--- src/rtl/dr_scan_register.sv ---
// Multi-bit dual-rail scan register: picks one of NCH dual-rail channels by one-hot select under a four-phase req/ack handshake.
// Null bits (00) hold the stored value; illegal codes or bad selects replay the store and raise err.
module dr_scan_register #(
    parameter int               WIDTH   = 4,
    parameter int               NCH     = 2,
    parameter logic [WIDTH-1:0] RST_VAL = '0
) (
    input  logic                   clk,
    input  logic                   rst,
    input  logic [NCH*WIDTH-1:0]   in_0,
    input  logic [NCH*WIDTH-1:0]   in_1,
    input  logic [NCH-1:0]         sel,
    input  logic                   req,
    output logic [WIDTH-1:0]       q0,
    output logic [WIDTH-1:0]       q1,
    output logic                   ack,
    output logic                   err
);

    typedef enum logic [2:0] {
        S_SYNC,
        S_IDLE,
        S_DRIVE,
        S_ACK,
        S_CLEAR
    } state_t;

    state_t           state_q, state_d;
    logic [WIDTH-1:0] store_q, store_d;
    logic [WIDTH-1:0] q0_q, q0_d;
    logic [WIDTH-1:0] q1_q, q1_d;
    logic             ack_q, ack_d;
    logic             err_q, err_d;

    logic [WIDTH-1:0] ch_t, ch_f, val;
    logic             bad;

    // With a legal one-hot select the OR-merge is exactly the selected channel.
    always_comb begin
        ch_t = '0;
        ch_f = '0;
        for (int c = 0; c < NCH; c++) begin
            if (sel[c]) begin
                ch_t = ch_t | in_1[c*WIDTH +: WIDTH];
                ch_f = ch_f | in_0[c*WIDTH +: WIDTH];
            end
        end
        bad = !$onehot(sel) || (|(ch_t & ch_f));
        val = (ch_t & ~ch_f) | (store_q & ~(ch_t | ch_f));
    end

    always_comb begin
        state_d = state_q;
        store_d = store_q;
        q0_d    = q0_q;
        q1_d    = q1_q;
        ack_d   = ack_q;
        err_d   = err_q;
        unique case (state_q)
            S_SYNC: begin
                if (!req) state_d = S_IDLE;
            end
            S_IDLE: begin
                if (req) begin
                    state_d = S_DRIVE;
                    if (bad) begin
                        q1_d  = store_q;
                        q0_d  = ~store_q;
                        err_d = 1'b1;
                    end else begin
                        q1_d    = val;
                        q0_d    = ~val;
                        store_d = val;
                        err_d   = 1'b0;
                    end
                end
            end
            S_DRIVE: begin
                state_d = S_ACK;
                ack_d   = 1'b1;
            end
            S_ACK: begin
                if (!req) begin
                    state_d = S_CLEAR;
                    q0_d    = '0;
                    q1_d    = '0;
                    err_d   = 1'b0;
                end
            end
            S_CLEAR: begin
                state_d = S_IDLE;
                ack_d   = 1'b0;
            end
            default: state_d = S_SYNC;
        endcase
    end

    always_ff @(posedge clk) begin
        if (rst) begin
            state_q <= S_SYNC;
            store_q <= RST_VAL;
            q0_q    <= '0;
            q1_q    <= '0;
            ack_q   <= 1'b0;
            err_q   <= 1'b0;
        end else begin
            state_q <= state_d;
            store_q <= store_d;
            q0_q    <= q0_d;
            q1_q    <= q1_d;
            ack_q   <= ack_d;
            err_q   <= err_d;
        end
    end

    assign q0  = q0_q;
    assign q1  = q1_q;
    assign ack = ack_q;
    assign err = err_q;

endmodule

--- config.mk ---
export PLATFORM = sky130hd
export DESIGN_NAME = dr_scan_register
export DESIGN_NICKNAME = d
export VERILOG_FILES = /design/src/rtl/dr_scan_register.sv
export SDC_FILE = /design/constraint.sdc
export NUM_CORES = 1
export LEC_CHECK = 0
export ABC_AREA = 0
export CAP_MARGIN = 5
export CELL_PAD_IN_SITES_DETAIL_PLACEMENT = 0
export CELL_PAD_IN_SITES_GLOBAL_PLACEMENT = 1
export CORE_ASPECT_RATIO = 0.8
export CORE_MARGIN = 2
export CORE_UTILIZATION = 25
export CTS_CLUSTER_SIZE = 16
export DETAILED_ROUTE_END_ITERATION = 6
export PLACE_DENSITY_LB_ADDON = 0.05
export SLEW_MARGIN = 0
export SYNTH_ARGS = -nofsm -noshare
export SYNTH_HDL_FRONTEND = slang
export SYNTH_SLANG_ARGS = --single-unit
--- constraint.sdc ---
create_clock -name clk -period 5 [get_ports clk]
set_input_delay 1 -clock clk [delete_from_list [all_inputs] [get_ports clk]]
set_output_delay 1 -clock clk [all_outputs]
set_load 0.05 [all_outputs]
==> results by group, run 1 <==
Global routing
  – Global route overflow: 0
  – Initial antenna violation count: 0
  – Largest net degree at the start of global routing: 16
  – First-pass GRT wire length: 4.38 mm
  – Vias in the first global route: 906
  – Total GRT Usage: 12.8%

Timing
  – Setup TNS: 0 ps
  – RSZ-0062 raised after global routing: false
  – Hold Slack: 469 ps
  – Clock skew: 5.23 ps
  – Min Tclk post-route: 3200 ps
  – Final-report hold violation count: 0
  – Slew @ Worst Pin: 705 ps
  – Max-slew violations: 0
  – Max Clk Rate: 312 MHz
  – Final setup viols: 0
  – Final worst-path cycle share: 64.1%
  – Max-Slew Margin vs Limit: 52.7%

Layout
  – Fin nets: 154
  – Most frequent cells in the layout: 30 x clkdlybuf4s50_1, 17 x dfxtp_1, 9 x nand2_1
  – Syn-to-layout area delta: 36.0%
  – Commonest non-fill, non-tap cell in the layout: clkdlybuf4s50_1
  – N_diodes: 0
  – Util after Layout: 35.1%
  – Layout cell share with drive strength beyond 1: 14.4%

Floorplanning
  – Effective utilization at floorplan: 25.8%
  – Die height: 59.7 um
  – FP Rows: 20
  – Die area: 4400 um^2
  – Core Region: 3750 um^2
  – Die width: 73.6 um
  – I/O pin count: 31

Worst setup path
  – R2r setup slk: 3240 ps
  – Critical R2R Launch: state_q[2]
  – Critical path class: in -> reg
  – Worst-path maximum fanout: 15
  – Worst EP required: 5170 ps
  – Critical R2R Capture: q0[0]
  – CP endpoint kind: flip-flop
  – FF-to-FF path depth: 5
  – Arr. time, crit path: 3370 ps
  – Startpoint Class: input pin

CTS
  – CTS Hold Bufs: 0
  – Clock buffer depth: 2
  – CTS resizes: 0
  – Root Driver: clkbuf_8
  – H-tree depth: 1
  – Number of setup buffers added after CTS: 0
  – CTS tree: built
  – Clock-pin slew on the worst setup and hold paths: 70 ps
  – CTS Buf Count: 3
  – Clock Sink Count: 17
  – Clk Latency, worst-skew pair: 250 ps

Drt
  – Initial DRC count: 34
  – First-pass DRT Iterations: 2
  – Detail Route Antenna Nets: 0
  – Remaining DRCs: 0
  – Via Count: 923
  – Routed wire length: 2.47 mm
  – Vias/cell: 5.24
  – DR WL/cell: 14.0 um

Synth
  – Xor and xnor area share after synthesis: 0%
  – Simple-gate share of the synthesized area: 17.5%
  – Mapped Area: 970 um^2
  – Top_reg_cell synth: dfxtp_1
  – Synth async-reset ratio: 0%
  – Synth unique cells: 35
  – Synth Area in Adders: 0%
  – Post-Syn Nets: 124
  – Largest family of logic cells by synthesized area: compound AO/OA/AOI/OAI gates
  – Syn Area/Cell: 9.41 um^2
  – Seq cells post-synth: 17
  – Warnings, synthesis: 0
  – Sequential area share after synthesis: 35.1%
  – Synth Area in Compound Gates: 39.5%
  – Post-Synthesis Cells: 103
  – Post-synth EDFFs: 0
  – Mux cell area share after synthesis: 2.19%

Run status
  – Outcome: complete, no violations

Placed design
  – Port bufs: 30
  – DP HPWL: 1.88 mm
  – RD Place Congestion: 0.716

Pwr
  – VDD IR max: 0.0802 mV
  – Leak pwr: 0.455 nW
  – Pwr Density: 249 nW/um^2

Run
  – Max_cap viols: 0

Worst hold path
  – Hold Path Depth: 1
  – Hold Startpoint: q1[2]
  – Hold-critical path endpoint: q1[2]
  – Worst min path class: reg -> reg
[metrics by stage]
| step | power, mW | setup WS, ps | cells | cell area, um^2 |
|---|---|---|---|---|
| 6_report | 0.328 | 1800 | 176 | 1320 |
| 5_1_grt | 0.346 | 1640 | 176 | 1320 |
| 4_1_cts | 0.333 | 1770 | 176 | 1320 |
| 3_5_place_dp | 0.227 | 1520 | 172 | 1270 |
| 3_3_place_gp | 0.227 | 1560 | 172 | 1270 |
| 2_1_floorplan | 0.197 | 2650 | 103 | 970 |
[worst max-delay path by stage]
stage	start	end	slack [ps]	depth (start not counted)
after floorplan	sel[1]	q0[3]	2650	5
after detailed placement	sel[1]	q0[3]	1520	6
after global routing	sel[0]	q0[3]	1640	6
final	sel[0]	q0[3]	1800	6
after CTS	sel[0]	q0[3]	1770	6
after global placement	sel[1]	q0[3]	1560	6
[metal layers]
metal / GRT usage, % / wire [um] / up-vias
li1: - / - / 460
met5: 0 / 0 / -
met2: 19.1 / 1080 / 23
met1: 17.9 / 1240 / 436
met4: 5.45 / 33 / 0
met3: 2.36 / 108 / 4
[critical path, stage by stage]
cell and delay, ps:
clkdlybuf4s50_1 740, a21boi_2 230, mux2i_1 100, nor4_4 670, mux2_2 410, a211oi_1 220
[cells by family after synthesis]
group                  count (synthesis)
AOI/OAI and AO/OA                     49
buffers and inverters                  6
DFF                                   17
muxes                                  2
and+or+nand+nor                       29
[final cells by class]
type,instances,area [um^2]
fill,409,2430
multi-input combinational,80,574
sequential,17,340
timing repair buffer,30,300
tap,44,55.1
clock buffer,4,45.0
inverter,1,3.75
[registers in the layout (all words and copies together), names as in the netlist]
signal   flops
q0           4
q1           4
store_q      4
state_q      3
ack          1
err          1
[power breakdown]
group / total [mW] / internal, mW / switching (mW) / leakage, nW
Clock: 0.104 / 0.0566 / 0.0476 / 0.0228
Combinational: 0.0799 / 0.0368 / 0.0430 / 0.294
Sequential: 0.144 / 0.140 / 0.00382 / 0.138
Total: 0.328 / 0.234 / 0.0944 / 0.455
[synthesized netlist by cell type, drive strengths merged (2+ instances only)]
cell type	instances	area, um^2
a32o	5	50.1
nand2b	3	18.8
nor3	4	25.0
nor2b	2	12.5
dfxtp	17	340
a21o	5	42.5
a21boi	3	30.0
nand2	9	33.8
a22oi	4	30.0
a21oi	7	35.0
clkbuf	2	27.5
nand3	2	10.0
and2	4	26.3
a31oi	7	43.8
buf	3	23.8
o21ai	3	15.0
a22o	7	65.1
a211oi	5	47.5
nor2	3	11.3
Note: power is estimated with default switching activity, not from simulation.
==> run 2, diff against run 1 <==
==> constraint.sdc (replaced) <==
create_clock -name clk -period 3.3 [get_ports clk]
set_input_delay 0.66 -clock clk [delete_from_list [all_inputs] [get_ports clk]]
set_output_delay 0.66 -clock clk [all_outputs]
set_load 0.05 [all_outputs]
==> run 2 against run 1 <==
Compared with the run above: combinational power is 55% higher; setup slack worse by 1100 ps; final cell count up 1.1%; largest cell class unchanged.
==> results by group, run 2 (synthesis results as in run 1) <==
Floorplanning
  – Die height: 59.7 um (unchanged)
  – FP Rows: 20 (unchanged)
  – Die width: 73.6 um (unchanged)
  – I/O pin count: 31 (unchanged)
  – Die area: 4400 um^2 (unchanged)
  – Effective utilization at floorplan: 25.8% (unchanged)
  – Core Region: 3750 um^2 (unchanged)

Timing
  – Final worst setup slack: 664 ps (was 1800 ps)
  – Max Clk Rate: 379 MHz
  – Slew @ Worst Pin: 649 ps (was 705 ps)
  – Final setup viols: 0 (unchanged)
  – Final-report hold violation count: 0 (unchanged)
  – Max-Slew Margin vs Limit: 56.5% (was 52.7%)
  – Setup TNS: 0 ps (unchanged)
  – Final worst-path cycle share: 79.9%
  – Min Tclk post-route: 2640 ps
  – Clock skew: 6.14 ps (was 5.23 ps)
  – Max-slew violations: 0 (unchanged)
  – RSZ-0062 raised after global routing: false (unchanged)

Worst setup path
  – Slowest stage cell, crit path: clkdlybuf4s50_1 (unchanged)
  – Critical path class: in -> reg (unchanged)
  – Worst-path maximum fanout: 15 (unchanged)
  – CP delay by family, top: buffers and inverters (unchanged)
  – Worst EP required: 3470 ps (was 5170 ps)
  – Startpoint Class: input pin (unchanged)
  – Arr. time, crit path: 2800 ps (was 3370 ps)
  – Worst path max stage delay: 740 ps (about the same)
  – Critical path buffers and inverters: 2 (was 1)
  – Critical Path, Cell by Cell: clkdlybuf4s50_1 > a21boi_2 > mux2i_1 > nor4_4 > buf_4 > mux2_2 > a211oi_1 (was clkdlybuf4s50_1 > a21boi_2 > mux2i_1 > nor4_4 > mux2_2 > a211oi_1)
  – CP endpoint kind: flip-flop (unchanged)

Placed design
  – DP HPWL: 1.93 mm (was 1.88 mm)
  – DP Cell Count: 174 (was 172)
  – Port bufs: 30 (unchanged)
  – DP Area: 1290 um^2 (was 1270 um^2)
  – Place WS: 371 ps (was 1520 ps)
  – RD Place Congestion: 0.720 (was 0.716)

CTS
  – CTS Buf Count: 3 (unchanged)
  – CTS resizes: 0 (unchanged)
  – Clk Latency, worst-skew pair: 250 ps (about the same)
  – H-tree depth: 1 (unchanged)
  – Clock buffer depth: 2 (unchanged)
  – CTS tree: built (unchanged)
  – Clock-pin slew on the worst setup and hold paths: 70 ps (about the same)
  – Number of setup buffers added after CTS: 0 (unchanged)
  – Clock Sink Count: 17 (unchanged)
  – CTS Hold Bufs: 0 (unchanged)
  – Root Driver: clkbuf_8 (unchanged)

Drt
  – Via Count: 925 (was 923)
  – DR WL/cell: 14.2 um (was 14.0 um)
  – Vias/cell: 5.20 (was 5.24)
  – Detail Route Antenna Nets: 0 (unchanged)
  – Initial DRC count: 28 (was 34)
  – Remaining DRCs: 0 (unchanged)
  – Routed wire length: 2.53 mm (was 2.47 mm)
  – First-pass DRT Iterations: 4 (was 2)

Pwr
  – Sequential power share: 43.7% (was 43.9%)
  – Switch share: 28.8% (about the same)
  – Pwr Density: 375 nW/um^2 (was 249 nW/um^2)
  – Combinational share of power: 24.8% (was 24.3%)
  – Sw Pwr: 144 uW (was 94.4 uW)
  – Power share of the clock group: 31.4% (was 31.7%)
  – VDD IR max: 0.129 mV (was 0.0802 mV)
  – Tot Pwr: 500 uW (was 328 uW)
  – Cell internal pwr: 356 uW (was 234 uW)
  – Leak pwr: 0.465 nW (was 0.455 nW)

Global routing
  – First-pass GRT wire length: 4.37 mm (was 4.38 mm)
  – Global route overflow: 0 (unchanged)
  – Largest net degree at the start of global routing: 16 (unchanged)
  – Initial antenna violation count: 0 (unchanged)
  – Vias in the first global route: 936 (was 906)
  – Total GRT Usage: 12.8% (about the same)

Run
  – Max_cap viols: 0 (unchanged)

Layout
  – Layout cell share with drive strength beyond 1: 15.7% (was 14.4%)
  – Post-Layout Cell Count: 178 (was 176)
  – Most frequent cells in the layout: 30 x clkdlybuf4s50_1, 17 x dfxtp_1, 9 x nand2_1 (unchanged)
  – Fin nets: 156 (was 154)
  – Cell area after layout: 1330 um^2 (was 1320 um^2)
  – Syn-to-layout area delta: 37.5% (was 36.0%)
  – Commonest non-fill, non-tap cell in the layout: clkdlybuf4s50_1 (unchanged)
  – N_diodes: 0 (unchanged)

Run status
  – Outcome: complete, no violations (unchanged)

Worst hold path
  – Worst min path class: reg -> reg (unchanged)
run 2: cell count changes in the layout (fill, tap and decap cells not counted), sizes merged:
cell	change
buf	+2
run 2: through the flow:
step | utilization (%) | hold slack (ps)
5_1_grt | 35.5 | 485
2_1_floorplan | - | 446
3_3_place_gp | 34.3 | 452
6_report | 35.5 | 469
4_1_cts | 35.5 | 474
3_5_place_dp | 34.3 | 458
run 2: path summary, 6_finish.rpt:
kind | slack, ps | from | depth (start not counted) | endpoint
hold reg to reg | 470 | q1[2] | 1 | q1[2]
setup reg to reg | 1480 | state_q[2] | 5 | q0[0]
setup / recovery | 660 | sel[0] | 7 | q0[3]
hold / removal | 470 | q1[2] | 1 | q1[2]
run 2: power groups by stage:
stage          logic [mW]  clock network, mW  registers, mW
6_report            0.124              0.157          0.219
5_1_grt             0.136              0.168          0.220
4_1_cts             0.125              0.161          0.218
3_5_place_dp        0.125                  0          0.223
3_3_place_gp        0.124                  0          0.223
2_1_floorplan      0.0589                  0          0.240
run 2: area by class of cell:
cell class,count,area [um^2]
fill,403,2420
multi-input combinational,80,574
sequential,17,340
timing repair buffer,32,315
tap,44,55.1
clock buffer,4,45.0
inverter,1,3.75
run 2: per-layer routing:
layer / vias up / track usage, % / share of wire (%)
met5: - / 0 / 0
met2: 21 / 19.5 / 43
met1: 440 / 18.5 / 54
met4: 0 / 4.68 / 0
li1: 464 / - / -
met3: 0 / 1.69 / 3.0
run 2: worst register-to-register path, delay by kind of cell, from the launching register on:
family	cells	cell delay [ps]
flip-flops	1	390
AND/OR/NAND/NOR	2	790
AO/OA/AOI/OAI	3	560
==> run 3, diff against run 2 <==
==> constraint.sdc (replaced) <==
create_clock -name clk -period 2.3 [get_ports clk]
set_input_delay 0.46 -clock clk [delete_from_list [all_inputs] [get_ports clk]]
set_output_delay 0.46 -clock clk [all_outputs]
set_load 0.05 [all_outputs]
==> run 3 against run 2 <==
Compared with the run above: power is 46% higher; sequential share of layout area is 1.2 points lower; non-clock buffer count is 9 higher; die area stayed put; clock power is 44% higher; sequential power is 43% higher; global-route usage is 0.91 points lower; largest power group unchanged; design area is 5.1% higher.
==> results by group, run 3 (synthesis results as in run 1) <==
Run status
  – Outcome: complete, no violations (unchanged)

Run
  – Max_cap viols: 0 (unchanged)

CTS
  – Clock buffer depth: 2 (unchanged)
  – Number of setup buffers added after CTS: 0 (unchanged)
  – Clock-pin slew on the worst setup and hold paths: 70 ps (about the same)
  – CTS resizes: 0 (unchanged)
  – Clk Latency, worst-skew pair: 250 ps (about the same)
  – CTS Hold Bufs: 0 (unchanged)
  – CTS tree: built (unchanged)
  – Clock Sink Count: 17 (unchanged)
  – Root Driver: clkbuf_8 (unchanged)
  – CTS Buf Count: 3 (unchanged)
  – H-tree depth: 1 (unchanged)

Pwr
  – Tot Pwr: 730 uW (was 500 uW)
  – Combinational share of power: 26.1% (was 24.8%)
  – Switch share: 28.6% (was 28.8%)
  – Power share of the clock group: 31.0% (was 31.4%)
  – VDD IR max: 0.176 mV (was 0.129 mV)
  – Pwr Density: 521 nW/um^2 (was 375 nW/um^2)
  – Sequential power share: 43.0% (was 43.7%)
  – Leak pwr: 0.509 nW (was 0.465 nW)
  – Cell internal pwr: 521 uW (was 356 uW)
  – Sw Pwr: 209 uW (was 144 uW)

Floorplanning
  – Effective utilization at floorplan: 25.8% (unchanged)
  – Die area: 4400 um^2 (unchanged)
  – FP Rows: 20 (unchanged)
  – Die height: 59.7 um (unchanged)
  – I/O pin count: 31 (unchanged)
  – Core Region: 3750 um^2 (unchanged)
  – Die width: 73.6 um (unchanged)

Timing
  – Final worst setup slack: 225 ps (was 664 ps)
  – Final-report hold violation count: 0 (unchanged)
  – Final worst-path cycle share: 90.2%
  – Max-Slew Margin vs Limit: 66.9% (was 56.5%)
  – Max Clk Rate: 482 MHz
  – Min Tclk post-route: 2070 ps
  – Clock skew: 0.747 ps (was 6.14 ps)
  – Final setup viols: 0 (unchanged)
  – RSZ-0062 raised after global routing: false (unchanged)
  – Slew @ Worst Pin: 495 ps (was 649 ps)
  – Max-slew violations: 0 (unchanged)

Layout
  – Most frequent cells in the layout: 30 x clkdlybuf4s50_1, 17 x dfxtp_1, 11 x buf_4 (was 30 x clkdlybuf4s50_1, 17 x dfxtp_1, 9 x nand2_1)
  – Commonest non-fill, non-tap cell in the layout: clkdlybuf4s50_1 (unchanged)
  – Syn-to-layout area delta: 44.5% (was 37.5%)
  – Layout cell share with drive strength beyond 1: 21.0% (was 15.7%)
  – Filler cell count: 389 (was 403)
  – N_diodes: 0 (unchanged)
  – Fin nets: 165 (was 156)
  – Post-Layout Cell Count: 187 (was 178)

Drt
  – Routed wire length: 2.50 mm (was 2.53 mm)
  – Via Count: 945 (was 925)
  – Vias/cell: 5.05 (was 5.20)
  – First-pass DRT Iterations: 4 (unchanged)
  – Remaining DRCs: 0 (unchanged)
  – DR WL/cell: 13.4 um (was 14.2 um)
  – Detail Route Antenna Nets: 0 (unchanged)
  – Initial DRC count: 39 (was 28)

Worst setup path
  – Critical R2R Launch: state_q[1] (was state_q[2])
  – CP endpoint kind: flip-flop (unchanged)
  – Worst EP required: 2470 ps (was 3470 ps)
  – Critical path class: in -> reg (unchanged)
  – Critical Path, Cell by Cell: clkdlybuf4s50_1 > buf_4 > nand3_1 > a21boi_0 > nor4_4 > mux2_2 > a211oi_1 (was clkdlybuf4s50_1 > a21boi_2 > mux2i_1 > nor4_4 > buf_4 > mux2_2 > a211oi_1)
  – Critical R2R Capture: store_q[3] (was q0[0])
  – FF-to-FF path depth: 4 (was 5)
  – CP startpoint: sel[0] (unchanged)
  – Startpoint Class: input pin (unchanged)
  – Arr. time, crit path: 2240 ps (was 2800 ps)
  – Slowest stage cell, crit path: clkdlybuf4s50_1 (unchanged)
  – Worst path max stage delay: 450 ps (was 740 ps)
  – Worst-path maximum fanout: 5 (was 15)
  – R2r setup slk: 820 ps (was 1480 ps)

Placed design
  – Place WS: -61.8 ps (was 371 ps)
  – RD Place Congestion: 0.789 (was 0.720)
  – DP HPWL: 2.01 mm (was 1.93 mm)
  – DP Cell Count: 183 (was 174)
  – Port bufs: 30 (unchanged)

Worst hold path
  – Hold-critical path endpoint: q1[0] (was q1[2])
  – Hold Path Depth: 1 (unchanged)
  – Worst min path class: reg -> reg (unchanged)
  – Hold Startpoint: q1[0] (was q1[2])

Global routing
  – Global route overflow: 0 (unchanged)
  – Initial antenna violation count: 0 (unchanged)
  – Largest net degree at the start of global routing: 12 (was 16)
  – First-pass GRT wire length: 4.05 mm (was 4.37 mm)
  – Total GRT Usage: 11.9% (was 12.8%)
  – Vias in the first global route: 880 (was 936)
-- run 3: cell count changes in the layout (fill, tap and decap cells not counted), sizes merged --
cell / before / now
buf: 2 / 11
-- run 3: power groups by stage --
stage / clock network (mW) / registers [mW] / logic (mW)
global route: 0.245 / 0.315 / 0.206
finish: 0.226 / 0.313 / 0.190
detailed placement: 0 / 0.320 / 0.191
global placement: 0 / 0.320 / 0.190
CTS: 0.231 / 0.314 / 0.191
floorplan: 0 / 0.344 / 0.0845
-- run 3: worst max-delay path: cells and delay by family --
kind            cells  cell delay, ps
simple gates        2             450
compound gates      2             340
mux                 1             370
buf+inv             2             620
-- run 3: how the worst max path moves through the flow --
stage,to,cells past startpoint
3_3_place_gp,q1[1],8
5_1_grt,q0[3],7
2_1_floorplan,q0[3],5
4_1_cts,q0[3],7
6_report,q0[3],7
3_5_place_dp,q0[3],7
-- run 3: metal layers --
layer  routed length (um)  track usage [%]
met1                 1290             17.0
met2                 1060             18.2
met3                  110             1.52
met4                   37             4.68
met5                    0                0
-- run 3: per-stage QoR --
stage	util (%)	area, um^2	TNS (ps)	hold slack (ps)
after floorplan	-	970	0	446
after global routing	37.3	1400	0	498
after global placement	36.1	1360	-32.4	451
after CTS	37.3	1400	0	475
final	37.3	1400	0	470
after detailed placement	36.1	1360	-231	458
-- run 3: final cells by class --
class / count / area [um^2] / area share [%]
inverter: 1 / 3.75 / 0.268
sequential: 17 / 340 / 24.3
clock buffer: 4 / 45.0 / 3.21
timing repair buffer: 41 / 383 / 27.3
tap: 44 / 55.1 / 3.93
multi-input combinational: 80 / 574 / 41.0
